$ cat src/rtl/numpad_key_queue.sv
// Synchronises and debounces the numpad scanner output, turning each debounced
// key press into one event queued in a show-ahead FIFO with a valid/ready handshake.
module numpad_key_queue #(
    parameter int unsigned DEBOUNCE_CYCLES = 250000,
    parameter int unsigned FIFO_DEPTH      = 4
) (
    input  logic       clock,
    input  logic       reset_n,
    input  logic [4:0] value,
    output logic [3:0] key_code,
    output logic       key_valid,
    input  logic       key_ready,
    output logic       key_held,
    output logic       key_dropped
);

    localparam int unsigned CNT_W = $clog2(DEBOUNCE_CYCLES);
    localparam int unsigned AW    = $clog2(FIFO_DEPTH);
    localparam logic [CNT_W-1:0] CNT_LAST = CNT_W'(DEBOUNCE_CYCLES - 1);

    typedef enum logic [1:0] {
        IDLE,
        PRESS_WAIT,
        HELD,
        RELEASE_WAIT
    } state_t;

    logic [4:0]       sync1_q, sync1_d;
    logic [4:0]       s_value_q, s_value_d;
    state_t           state_q, state_d;
    logic [CNT_W-1:0] cnt_q, cnt_d;
    logic [3:0]       cand_q, cand_d;
    logic             key_held_q, key_held_d;
    logic             key_dropped_q, key_dropped_d;
    logic [AW:0]      wr_ptr_q, wr_ptr_d;
    logic [AW:0]      rd_ptr_q, rd_ptr_d;
    logic [3:0]       mem_q [FIFO_DEPTH];

    logic push;
    logic pop;
    logic push_ok;
    logic empty;
    logic full;

    always_comb begin
        sync1_d   = value;
        s_value_d = sync1_q;
    end

    always_comb begin
        state_d = state_q;
        cnt_d   = cnt_q;
        cand_d  = cand_q;
        push    = 1'b0;
        case (state_q)
            IDLE: begin
                if (s_value_q[4]) begin
                    cand_d  = s_value_q[3:0];
                    cnt_d   = '0;
                    state_d = PRESS_WAIT;
                end
            end
            PRESS_WAIT: begin
                if (!s_value_q[4] || (s_value_q[3:0] != cand_q)) begin
                    state_d = IDLE;
                end else if (cnt_q == CNT_LAST) begin
                    push    = 1'b1;
                    state_d = HELD;
                end else begin
                    cnt_d = cnt_q + 1'b1;
                end
            end
            HELD: begin
                if (!s_value_q[4]) begin
                    cnt_d   = '0;
                    state_d = RELEASE_WAIT;
                end
            end
            RELEASE_WAIT: begin
                if (s_value_q[4]) begin
                    state_d = HELD;
                end else if (cnt_q == CNT_LAST) begin
                    state_d = IDLE;
                end else begin
                    cnt_d = cnt_q + 1'b1;
                end
            end
            default: state_d = IDLE;
        endcase
        // Rises together with the push; falls one edge after RELEASE_WAIT is left.
        key_held_d = push || (state_q == HELD) || (state_q == RELEASE_WAIT);
    end

    always_comb begin
        empty    = (wr_ptr_q == rd_ptr_q);
        full     = (wr_ptr_q[AW] != rd_ptr_q[AW]) && (wr_ptr_q[AW-1:0] == rd_ptr_q[AW-1:0]);
        pop      = !empty && key_ready;
        push_ok  = push && (!full || pop);
        wr_ptr_d = push_ok ? wr_ptr_q + 1'b1 : wr_ptr_q;
        rd_ptr_d = pop ? rd_ptr_q + 1'b1 : rd_ptr_q;
        key_dropped_d = push && full && !pop;
    end

    always_ff @(posedge clock or negedge reset_n) begin
        if (!reset_n) begin
            sync1_q       <= '0;
            s_value_q     <= '0;
            state_q       <= IDLE;
            cnt_q         <= '0;
            cand_q        <= '0;
            key_held_q    <= 1'b0;
            key_dropped_q <= 1'b0;
            wr_ptr_q      <= '0;
            rd_ptr_q      <= '0;
        end else begin
            sync1_q       <= sync1_d;
            s_value_q     <= s_value_d;
            state_q       <= state_d;
            cnt_q         <= cnt_d;
            cand_q        <= cand_d;
            key_held_q    <= key_held_d;
            key_dropped_q <= key_dropped_d;
            wr_ptr_q      <= wr_ptr_d;
            rd_ptr_q      <= rd_ptr_d;
        end
    end

    always_ff @(posedge clock or negedge reset_n) begin
        if (!reset_n) begin
            for (int unsigned i = 0; i < FIFO_DEPTH; i++) begin
                mem_q[i] <= '0;
            end
        end else if (push_ok) begin
            mem_q[wr_ptr_q[AW-1:0]] <= cand_q;
        end
    end

    assign key_valid   = !empty;
    assign key_code    = empty ? 4'd0 : mem_q[rd_ptr_q[AW-1:0]];
    assign key_held    = key_held_q;
    assign key_dropped = key_dropped_q;

endmodule

$ cat config.mk
export PLATFORM = sky130hd
export DESIGN_NAME = numpad_key_queue
export DESIGN_NICKNAME = d
export VERILOG_FILES = /design/src/rtl/numpad_key_queue.sv
export SDC_FILE = /design/constraint.sdc
export NUM_CORES = 1
export LEC_CHECK = 0
export BUFFER_PORTS_ARGS = -buffer_cell sky130_fd_sc_hd__buf_2
export CAP_MARGIN = 5
export CORE_MARGIN = 3
export CORE_UTILIZATION = 63
export CTS_CLUSTER_DIAMETER = 200
export DETAILED_ROUTE_END_ITERATION = 6
export PLACE_DENSITY_LB_ADDON = 0.15
export SLEW_MARGIN = 20
export SYNTH_ARGS = -nofsm -noshare
export SYNTH_HDL_FRONTEND = slang
export SYNTH_SLANG_ARGS = --single-unit
$ cat constraint.sdc
create_clock -name clock -period 4 [get_ports clock]
set_input_delay 0 -clock clock [delete_from_list [all_inputs] [get_ports clock]]
set_output_delay 0 -clock clock [all_outputs]
set_load 0.02 [all_outputs]
* Yosys cells after proc, flatten, opt, wreduce, memory -nomap -nowiden *
Index checks and enable logic that the tools add are counted.

storage, ports and cells
  input bits = 8
  output and inout port bits = 7
  register bits = 58

cells by class
  equal/unequal tests = 14
  multiplexer cells = 23
  reductions and logical operators = 18
  $add $sub $neg = 3
  bitwise operators = 2
  $lt $le $gt $ge = 3

operators by type and width
  kind                                                         number
  two-way mux 18 bit                                           5
  one-hot mux 18 bit (4 select lines)                          1
  adder 18 x 1 -> 18 bit (second input constant)               1
  equality test 18 bit (second input constant)                 1
  bitwise mux 16 bit                                           1
  two-way mux 4 bit                                            4
  two-way mux 2 bit                                            6
  binary-select mux 4 bit (select 2 bit)                       1
  demux 4 bit (select 2 bit)                                   1
  inequality test 2 bit (second input constant)                4
  one-hot mux 2 bit (4 select lines)                           1
  AND reduction 4 bit                                          2
  adder 3 x 1 -> 3 bit (second input constant)                 2
  greater-or-equal comparator 3 bit (second input constant)    2
  logical AND 1 bit                                            6
  inequality test 3 bit (second input constant)                2
  NOT 2 -> 3 bit                                               2
  equality test 2 bit (second input constant)                  2
  logical NOT 1 bit                                            4
  logical OR 1 bit                                             4
  inequality test 4 bit                                        1
  equality test 3 bit                                          1
  less-than comparator 3 x 1 -> 1 bit (second input constant)  1
  two-way mux 1 bit                                            3
  other kinds (5)                                              5

* Logic depth before layout (Yosys ltp) *
Gate-level depths: netlist of run 1.

  word-level depth = 6
  depth in mapped cells = 8
  mapped depth without buffers = 6

* Worst setup path before layout of run 1 *
OpenSTA, ideal clock, no wires.

  kind = reg-to-reg
  start point = reg cnt_q[0]
  end point = reg cnt_q[12]
  cell stages (with the launch flop) = 8
  buffers on the path = 1
  path slack = 2,066 ps
  setup time = 80 ps
  data arrival time = 1,855 ps
  path through = dfrtp_1 > ha_1 > and3_1 > and4_1 > and3_4 > buf_6 > or4_1 > a21oi_1

between the ends
  longest elaborated chain between the ends = 4
  elaborated cells on any way between the ends = 6

ends and longest elaborated chain
  element                                                                line    text
  start, declared                                                        31      logic [CNT_W-1:0] cnt_q, cnt_d;
  start signal, assigned                                                 119     cnt_q <= cnt_d;
  adder 18 x 1 -> 18 bit / equality test 18 bit (equally long branches)  n/a
  two-way mux 18 bit (*)                                                 66, 82
  two-way mux 18 bit (on tied branches)                                  80, 64
  one-hot mux 18 bit (4 select lines) (*)                                55      case (state_q)

Every way passes the cells marked *; elsewhere a longest branch is shown, timed or not. The select of a mux whose other input is x is not followed.
A chain may end at the register's enable or synchronous reset.

* Final worst setup path of run 1 *
  start point = reg cnt_q[0]
  end point = reg cnt_q[14]

The elaborated chain is that of the path after synthesis.

==> run metrics, run 1 <==
status finished clean; post-synth top area cell dfrtp_1; hold_ws between 0.3 and 0.4 ns; critical path type register to register; clock sinks between 50 and 60; sum of negative setup slack 0 ns; n_diodes 0; DR WL/cell roughly 17 um; Peak VDD IR 0.000422 V; CTS clk-pin slew, worst paths around 0.070 ns; cells on worst reg2reg path 6; io pins 15; Die H roughly 73 um; CTS tree yes; Layout Skew a little over 0.008 ns; Final setup viols 0; # nets final approximately 280; achievable clock frequency ~440 MHz; total power 1190 uW; crit-path max FO 7; largest net degree at the start of global routing 59; worst path required time 4.25 ns; final hold vios 0; DR DRC count 0; DR vias/cell about 6.2; Syn Nets 251; global-route wire length before repair 9.10 mm; htree depth 3; proportion of synthesized area in mux cells 0.121; Distinct cells, synth 38; RePlAce Congestion a little under 0.8; most common cell after layout, fill and taps aside dfrtp_1; Reg2Reg Capture Point cnt_q[14]$_DFFE_PN0P_; total core area around 4100 um2; Final Slew Violations 0; CP max-delay cell nor3_1; HP Class input port to register; pre-CTS setup slack around 1.8 ns; DRT iter0 DRCs approximately 160; share of cells above drive strength 1 0.240; final setup margin ~1.7 ns; Reg2Reg Setup Slack 1.72 ns; critical path arrival ~2.5 ns; clock root buffer clkbuf_8; Total GRT Usage 0.232; largest cells by area after synthesis dfrtp_1 (52%), mux2_2 (8.9%), xnor2_1 (3.4%), mux4_2 (3.2%), o31ai_1 (3.0%); Vias around 2000; worst path cell trace ha_1, nand3_1, nor3_1, nand4_1, or4_1, a21oi_1; sequential area share after synthesis 0.519; Initial Util 0.675; min cycle time layout 2.28 ns; commonest cells after routing, fill and taps aside dfrtp_1 (58), mux2_2 (22), nand2_1 (14), buf_2 (14), a21oi_1 (13); Die X around 73 um; adder-cell share of the synthesized area 0.0268; post-synthesis cell area 2800 um2; antenna violations before repair 0; maxcap violations 0; Hold EP s_value_d[0]$_DFF_PN0_; Worst slew margin 0.387; Design Area, Final ~3200 um2; maximum clock path buffer count 2; largest family of logic cells by synthesized area simple AND/OR/NAND/NOR gates; Synth top area share 0.519; Worst setup SP type register; PortBufs 14; simple-gate area share of the yosys netlist 0.171; post-synthesis compound-gate area fraction 0.105; average size of a mapped cell around 12 um2; asr flop ratio synth 1.00; detailed-router iteration count before antenna repair 4; top_reg_cell synth dfrtp_1; Leak between 0.001 and 0.0015 uW; cell area after placement just under 3000 um2; register bit count reported by yosys 58; Routed Wire Length about 5.4 mm; worst r2r src cnt_q[0]$_DFFE_PN0P_; total CTS buffers 9; Overflow after GRT 0; Hold Path Depth 2; max incr delay on CP about 0.66 ns; vias in the first global route 1900; Power Density around 380 nW/um2; worst slew pin tran roughly 0.9 ns; RSZ-0062 raised after global routing false; Syn. warnings 0; Post-Synthesis Cells between 200 and 250; EDFF count, synth 0; row count 23; Antenna Nets Post-Route 0; clock latency on the worst-skew pair 0.33 ns; HP Start value[0]; crit end category register; Tcrit/Tclk final 0.570; die area 5270 um2; area grow syn2layout 12.7%; xor and xnor area share after synthesis 0.0345; Final HPWL DP 3.70 mm
==> layout make-up <==
cell class | instances | area [um2]
clock buffers | 9 | 124
clock inverters | 6 | 58.8
fillers | 275 | 992
inverters | 7 | 26.3
multi-input cells | 165 | 1280
flip-flops and latches | 58 | 1450
well taps | 50 | 62.6
repair buffers | 22 | 148
==> power by group <==
part	internal (uW)	switching, uW	total [uW]
logic	25.3	39.2	64.5
clock network	280	224	505
registers	600	18.3	619
total	906	282	1190
==> registers in the layout, summed over array words and instances, names as in the netlist, 2 cells and up <==
| name | flops |
|---|---|
| cnt_q | 18 |
| state_q | 2 |
| wr_ptr_q | 3 |
| mem_q | 16 |
| rd_ptr_q | 3 |
| s_value_d | 5 |
| s_value_q | 5 |
| cand_q | 4 |
==> critical path, delay by kind of cell (launching register included) <==
| family | cells | cell delay [ns] |
|---|---|---|
| compound gates | 1 | 0.14 |
| fa+ha+maj | 1 | 0.22 |
| simple gates | 4 | 1.42 |
| flops | 1 | 0.39 |
==> logic make-up after synthesis <==
group / after synthesis
buf+inv: 14
xor+xnor: 11
simple gates: 76
mux: 26
flops: 58
fa+ha+maj: 6
compound gates: 46
==> layer usage <==
metal  wire length [um]  vias to the layer above  track usage
met5                  0                        -            0
met4                121                        0        0.105
met3                273                       15       0.0620
met2               2470                       51        0.345
met1               2500                      944        0.322
li1                   -                      947            -
==> stage by stage <==
| step | util | instances |
|---|---|---|
| 3_3_place_gp | 0.700 | 295 |
| 3_5_place_dp | 0.700 | 295 |
| 2_1_floorplan | - | 237 |
| 5_1_grt | 0.761 | 317 |
| 4_1_cts | 0.761 | 317 |
| 6_report | 0.761 | 317 |
==> what timing repair did <==
| action | in CTS | in global routing |
|---|---|---|
| hold buffers | 7 | 0 |
| gates resized for setup | 0 | 0 |
| setup buffers | 0 | 0 |
| hold endpoints to repair | 65 | 0 |
==> synth_stat cells (all sizes together), types with 2 or more instances <==
library cell / count
a21oi: 13
a31o: 2
a31oi: 4
and2: 7
and3: 4
and4: 4
buf: 4
clkbuf: 3
dfrtp: 58
ha: 6
inv: 7
mux2: 22
mux4: 4
nand2: 14
nand2b: 3
nand3: 11
nand4: 9
nor2: 7
nor2b: 2
nor4: 2
o21ai: 10
o31ai: 11
o41ai: 2
or4: 8
xnor2: 11
==> how the worst max path moves through the flow <==
| stage | cells past startpoint | start | end | slack, ns |
|---|---|---|---|---|
| 2_1_floorplan | 7 | cnt_q[0]$_DFFE_PN0P_ | cnt_q[12]$_DFFE_PN0P_ | 2.07 |
| 3_3_place_gp | 6 | cnt_q[0]$_DFFE_PN0P_ | cnt_q[14]$_DFFE_PN0P_ | 1.84 |
| 3_5_place_dp | 6 | cnt_q[0]$_DFFE_PN0P_ | cnt_q[14]$_DFFE_PN0P_ | 1.78 |
| 4_1_cts | 6 | cnt_q[0]$_DFFE_PN0P_ | cnt_q[14]$_DFFE_PN0P_ | 1.74 |
| 5_1_grt | 6 | cnt_q[0]$_DFFE_PN0P_ | cnt_q[14]$_DFFE_PN0P_ | 1.53 |
| 6_report | 6 | cnt_q[0]$_DFFE_PN0P_ | cnt_q[14]$_DFFE_PN0P_ | 1.72 |
(Power assumes the default switching activity.)
==> run 2, diff against run 1 <==
Settings changed: ABC_AREA set to 1, CORE_UTILIZATION 63 to 55.
Clock period 4 ns to 2.02 ns, I/O delays scaled along.
==> run 2 against run 1 <==
Routed wire length is 23% higher; synthesized area is 14% higher; critical endpoint is now cnt_q[7]$_DFFE_PN0P_; largest power group unchanged; sequential share of layout area is 6.0 points lower; first-iteration DRC count is 31% higher; largest cell class is now multi-input gates; clock power is 140% higher.
==> run metrics, run 2 <==
status finished clean (unchanged); DR WL/cell 13.0 um (was 16.9 um); Final Slew Violations 0 (unchanged); worst path required time 2.29 ns (was 4.25 ns); maxcap violations 0 (unchanged); final hold vios 0 (unchanged); Layout Skew 0.00723 ns (was 0.00809 ns); CTS resizes 0 (unchanged); Worst slew margin 0.705 (was 0.387); CTS tree yes (unchanged); total CTS buffers 9 (unchanged); Peak VDD IR 0.000773 V (was 0.000422 V); hold buffers post-CTS 7 (unchanged); total core area 5570 um2 (was 4140 um2); RePlAce Congestion 0.840 (was 0.778); commonest cells after routing, fill and taps aside nand2_1 (127), dfrtp_1 (58), nor2_1 (47) (was dfrtp_1 (58), mux2_2 (22), nand2_1 (14), buf_2 (14), a21oi_1 (13)); clock power share 0.383 (was 0.425); count leader, synth nand2_1 (was dfrtp_1); hold_ws 0.204 ns (was 0.318 ns); max incr delay on CP 0.40 ns (was 0.66 ns); sequential share of power 0.399 (was 0.521); Worst setup SP type register (unchanged); routing usage on met1 0.317 (was 0.322); internal power 2170 uW (was 906 uW); min cycle time layout 1.84 ns (was 2.28 ns); Worst path most repeated cell nand2_2; Distinct cells, synth 30 (was 38); global route hottest layer met1 (was met2); CP delay by family, top simple AND/OR/NAND/NOR gates (unchanged); antenna violations before repair 0 (unchanged); Global Route met2 Usage 0.307 (was 0.345); HP Class input port to asynchronous set/reset pin (was input port to register); register bit count reported by yosys 58 (unchanged); GR Util met3 0.0423 (was 0.0620); Leak 0.00181 uW (was 0.00140 uW); sequential area share after synthesis 0.454 (was 0.519); DR DRC count 0 (unchanged); worst path bufs/invs 1 (was 0); Total GRT Usage 0.215 (was 0.232); global-route wire length before repair 10.8 mm (was 9.10 mm); sw frac 0.319 (was 0.237); crit end category register (unchanged); Die H 82.2 um (was 72.6 um); vias in the first global route 2309 (was 1900); largest net degree at the start of global routing 59 (unchanged); Overflow after GRT 0 (unchanged); clock latency on the worst-skew pair 0.34 ns (was 0.33 ns); most flop-heavy register cnt_q (unchanged); Tcrit/Tclk final 0.911 (was 0.570); asr flop ratio synth 1.00 (unchanged); area grow syn2layout 13.4% (was 12.7%); post-synthesis cell area 3190 um2 (was 2800 um2); n_diodes 0 (unchanged); critical path type register to register (unchanged); largest cells by area after synthesis dfrtp_1 (45%), nand2_1 (15%), nor2_1 (5.5%), nand3_1 (4.7%), inv_1 (4.6%) (was dfrtp_1 (52%), mux2_2 (8.9%), xnor2_1 (3.4%), mux4_2 (3.2%), o31ai_1 (3.0%)); CTS clk-pin slew, worst paths 0.07 ns (about the same); total power 3200 uW (was 1190 uW); Initial Util 0.573 (was 0.675); Routed Wire Length 6.61 mm (was 5.37 mm); DRT iter0 DRCs 209 (was 159); most common cell after layout, fill and taps aside nand2_1 (was dfrtp_1); Synth top area share 0.454 (was 0.519); top_reg_cell synth dfrtp_1 (unchanged); achievable clock frequency 543 MHz (was 439 MHz); final std cells w/o fill 508 (was 317); sw power 1020 uW (was 282 uW); worst path cell trace ha_1, nand2_2, nor2_8, nand3_4, nor2_4, nand2_2, nand2_4, buf_12, nand2_1, o21ai_2 (was ha_1, nand3_1, nor3_1, nand4_1, or4_1, a21oi_1); Syn Nets 415 (was 251); share of cells above drive strength 1 0.156 (was 0.240); EDFF count, synth 0 (unchanged); maximum clock path buffer count 2 (unchanged); htree depth 3 (unchanged); DR vias/cell 5.30 (was 6.17); Final setup viols 0 (unchanged); RSZ-0062 raised after global routing false (unchanged); buffer count from post-CTS setup fixing 0 (unchanged); Syn. warnings 0 (unchanged); die area 6760 um2 (was 5270 um2); max reg flops 18 (unchanged); Post-Synthesis Cells 401 (was 237); Final HPWL DP 4.51 mm (was 3.70 mm); CP max-delay cell dfrtp_1 (was nor3_1); io pins 15 (unchanged); sum of negative setup slack 0 ns (unchanged); PortBufs 14 (unchanged); # nets final 445 (was 277); Comb pwr share 0.218 (was 0.054); detailed-router iteration count before antenna repair 5 (was 4); crit-path max FO 19 (was 7); Power Density 882 nW/um2 (was 377 nW/um2); Antenna Nets Post-Route 0 (unchanged); worst slew pin tran 0.442 ns (was 0.919 ns); average size of a mapped cell 7.97 um2 (was 11.8 um2); Die X 82.2 um (was 72.6 um); critical path arrival 2.11 ns (was 2.52 ns); post-synth top area cell dfrtp_1 (unchanged); row count 27 (was 23); clock root buffer clkbuf_8 (unchanged); Cells after DPL 485 (was 295); clock sinks 58 (unchanged); biggest regs cnt_q x18, mem_q x16 (unchanged); Synth top cells by count nand2_1 (127), dfrtp_1 (58), nor2_1 (47), inv_1 (39), nand3_1 (30) (was dfrtp_1 (58), mux2_2 (22), nand2_1 (14), a21oi_1 (13)); Vias 2694 (was 1957)
==> run 2: cell count changes in the layout (fill, tap and decap cells not counted), moves of 9 or more <==
cell / previous run / this run
nor2_1: 7 / 47
inv_1: 7 / 39
xnor2_1: 11 / 2
nand3_1: 11 / 30
a21oi_1: 13 / 4
o21ai_2: 0 / 12
nand4_1: 8 / 23
nand2_1: 14 / 127
mux2_2: 22 / 0
o31ai_1: 11 / 0
==> run 2: tightest hold or removal path, stage by stage <==
cell and delay, ns:
dlygate4sd3_1 0.53, buf_2 0.12, buf_12 0.28
==> run 2: stage by stage <==
step	setup WS (ns)	utilization	cell area, um2
6_report	0.179	0.650	3620
5_1_grt	0.0206	0.650	3620
4_1_cts	0.166	0.650	3620
3_5_place_dp	0.189	0.597	3330
3_3_place_gp	0.270	0.597	3330
2_1_floorplan	0.487	-	3190
==> run 2: worst paths after layout <==
check                      cells after the start              startpoint                      to  slack, ns
max                                           10    cnt_q[0]$_DFFE_PN0P_    cnt_q[7]$_DFFE_PN0P_       0.18
min                                            3                 reset_n   cnt_q[15]$_DFFE_PN0P_       0.20
max reg2reg                                   10    cnt_q[0]$_DFFE_PN0P_    cnt_q[7]$_DFFE_PN0P_       0.18
min reg2reg                                    0  s_value_d[1]$_DFF_PN0_  s_value_q[1]$_DFF_PN0_       0.35
max in group asynchronous                      3                 reset_n   cnt_q[10]$_DFFE_PN0P_       1.57
min in group clock                             2                value[2]  s_value_d[2]$_DFF_PN0_       0.29
==> run 2: power groups by stage <==
stage	Sequential, uW	Clock, uW	Combinational, uW
2_1_floorplan	1280	0	527
3_3_place_gp	1290	0	678
3_5_place_dp	1300	0	689
4_1_cts	1270	1240	704
5_1_grt	1280	1290	801
6_report	1280	1220	696
==> run 2: routing by layer <==
| metal | wire, um | vias to the layer above |
|---|---|---|
| met1 | 3270 | 1286 |
| met5 | 0 | - |
| met3 | 288 | 8 |
| met4 | 97 | 0 |
| li1 | - | 1345 |
| met2 | 2960 | 55 |
==> run 2: cell families (layout without fill, tap and decap cells) <==
kind of cell / after synthesis / after routing / synth area share
simple gates: 248 / 248 / 0.350
flops: 58 / 58 / 0.454
buf+inv: 51 / 86 / 0.0846
compound gates: 30 / 30 / 0.0658
xor+xnor: 8 / 8 / 0.0219
fa+ha+maj: 6 / 6 / 0.0235
==> run 2: cell type report <==
cell class                      instances  area (um2)
Fill cell                             477        1950
Multi-Input combinational cell        292        1470
Sequential cell                        58        1450
Timing Repair Buffer                   30         233
Inverter                               40         150
Clock buffer                            9         124
Clock inverter                          7         103
Tap cell                               72        90.1
==> run 3, diff against run 2 <==
Settings changed: ABC_AREA 1 to unset, CORE_UTILIZATION 55 to 54.
==> run 3 against run 2 <==
Non-clock buffer count rose by 27; clock skew barely moved; largest power group unchanged; maximum frequency fell by 6.7%; critical endpoint is now mem_q[14]$_DFFE_PN0P_.
==> run metrics, run 3 (synthesis results as in run 1) <==
n_diodes 0 (unchanged); DR DRC count 0 (unchanged); commonest cells after routing, fill and taps aside dfrtp_1 (58), buf_4 (35), mux2_2 (22) (was nand2_1 (127), dfrtp_1 (58), nor2_1 (47)); die area 6080 um2 (was 6760 um2); vias in the first global route 2070 (was 2309); Worst setup SP type register (unchanged); max reg flops 18 (unchanged); CTS tree yes (unchanged); Final HPWL DP 3.83 mm (was 4.51 mm); clock latency on the worst-skew pair 0.34 ns (about the same); min cycle time layout 1.97 ns (was 1.84 ns); critical path type register to register (unchanged); CP delay by family, top simple AND/OR/NAND/NOR gates (unchanged); PortBufs 14 (unchanged); Final Slew Violations 0 (unchanged); clock root buffer clkbuf_8 (unchanged); Cells after DPL 341 (was 485); worst path required time 2.24 ns (was 2.29 ns); Initial Util 0.577 (was 0.573); pre-CTS setup slack -0.0364 ns (was 0.189 ns); crit end category register (unchanged); layout filler cell count 355 (was 477); largest net degree at the start of global routing 59 (unchanged); final hold vios 0 (unchanged); Die X 78.0 um (was 82.2 um); Leak 0.00159 uW (was 0.00181 uW); final std cells w/o fill 371 (was 508); most flop-heavy register cnt_q (unchanged); DR WL/cell 15.2 um (was 13.0 um); final setup margin 0.0471 ns (was 0.179 ns); share of cells above drive strength 1 0.355 (was 0.156); sequential standard cell area 1450 um2 (unchanged); clock sinks 58 (unchanged); area grow syn2layout 25.5% (was 13.4%); Tcrit/Tclk final 0.977 (was 0.911); Overflow after GRT 0 (unchanged); global-route wire length before repair 9.76 mm (was 10.8 mm); DR vias/cell 5.63 (was 5.30); detailed-router iteration count before antenna repair 4 (was 5); DRT iter0 DRCs 101 (was 209); row count 25 (was 27); Antenna Nets Post-Route 0 (unchanged); biggest regs cnt_q x18, mem_q x16 (unchanged); total power 2470 uW (was 3200 uW); achievable clock frequency 507 MHz (was 543 MHz); worst path cell trace ha_2, and3_4, nand4_1, nor4_4, buf_4, nand4_1, mux2_2 (was ha_1, nand2_2, nor2_8, nand3_4, nor2_4, nand2_2, nand2_4, buf_12, nand2_1, o21ai_2); io pins 15 (unchanged); worst path bufs/invs 1 (unchanged); antenna violations before repair 0 (unchanged); status finished clean (unchanged); maxcap violations 0 (unchanged); CTS clk-pin slew, worst paths 0.07 ns (about the same); total core area 4850 um2 (was 5570 um2); # nets final 313 (was 445); footprint of the multi-input gates 1330 um2 (was 1470 um2); Total GRT Usage 0.210 (was 0.215); critical path arrival 2.20 ns (was 2.11 ns); htree depth 3 (unchanged); Final setup viols 0 (unchanged); Worst slew margin 0.530 (was 0.705); RePlAce Congestion 0.841 (was 0.840); Power Density 705 nW/um2 (was 882 nW/um2); CP max-delay cell dfrtp_1 (unchanged); Layout Skew 0.00699 ns (was 0.00723 ns); RSZ-0062 raised after global routing true (was false); worst slew pin tran 0.705 ns (was 0.442 ns); Die H 78.0 um (was 82.2 um); maximum clock path buffer count 2 (unchanged); Routed Wire Length 5.66 mm (was 6.61 mm); HP Class input port to register (was input port to asynchronous set/reset pin); Vias 2089 (was 2694); Worst path most repeated cell nand4_1 (was nand2_2); Peak VDD IR 0.000616 V (was 0.000773 V); most common cell after layout, fill and taps aside dfrtp_1 (was nand2_1); total CTS buffers 9 (unchanged); max incr delay on CP 0.40 ns (about the same); crit-path max FO 6 (was 19)
run 3: worst paths after layout:
check	slack (ns)	depth (start not counted)	from	end
worst max-delay path	0.05	7	cnt_q[0]$_DFFE_PN0P_	mem_q[14]$_DFFE_PN0P_
worst min-delay path	0.30	2	value[0]	s_value_d[0]$_DFF_PN0_
max in group asynchronous	1.23	3	reset_n	s_value_d[4]$_DFF_PN0_
worst max register to register	0.05	7	cnt_q[0]$_DFFE_PN0P_	mem_q[14]$_DFFE_PN0P_
min in group asynchronous	0.32	3	reset_n	mem_q[11]$_DFFE_PN0P_
worst min register to register	0.35	0	s_value_d[3]$_DFF_PN0_	s_value_q[3]$_DFF_PN0_
run 3: cell type report:
cell class	count	area share
sequential	58	0.414
multi-input combinational	166	0.379
inverter	7	0.00749
clock buffer	10	0.0392
clock inverter	6	0.0189
tap	67	0.0239
timing repair buffer	57	0.118
run 3: through the flow:
stage	setup TNS, ns	hold slack [ns]	area, um2	util
after floorplan	0	-0.296	2800	-
after global placement	0	0.109	3140	0.647
after detailed placement	-0.109	0.110	3140	0.647
after CTS	0	0.276	3430	0.707
after global routing	-0.784	0.277	3510	0.724
final	0	0.299	3510	0.724
run 3: layer usage:
layer | vias up | track usage | part of all wire
li1 | 1023 | - | -
met1 | 1016 | 0.283 | 0.48
met2 | 38 | 0.320 | 0.46
met3 | 12 | 0.0696 | 0.040
met4 | 0 | 0.0682 | 0.016
met5 | - | 0 | 0
run 3: power by group:
group / internal (uW) / switching [uW] / total [uW]
logic: 84.9 / 106 / 190
registers: 1190 / 17.4 / 1210
clock network: 601 / 474 / 1070
run 3: repair_timing:
action	in CTS	in global routing
hold endpoints to repair	65	0
setup buffers	2	4
setup endpoints to repair	8	27
resized for setup	0	9
hold buffers	7	0
cloned	0	1
pin swaps	2	2
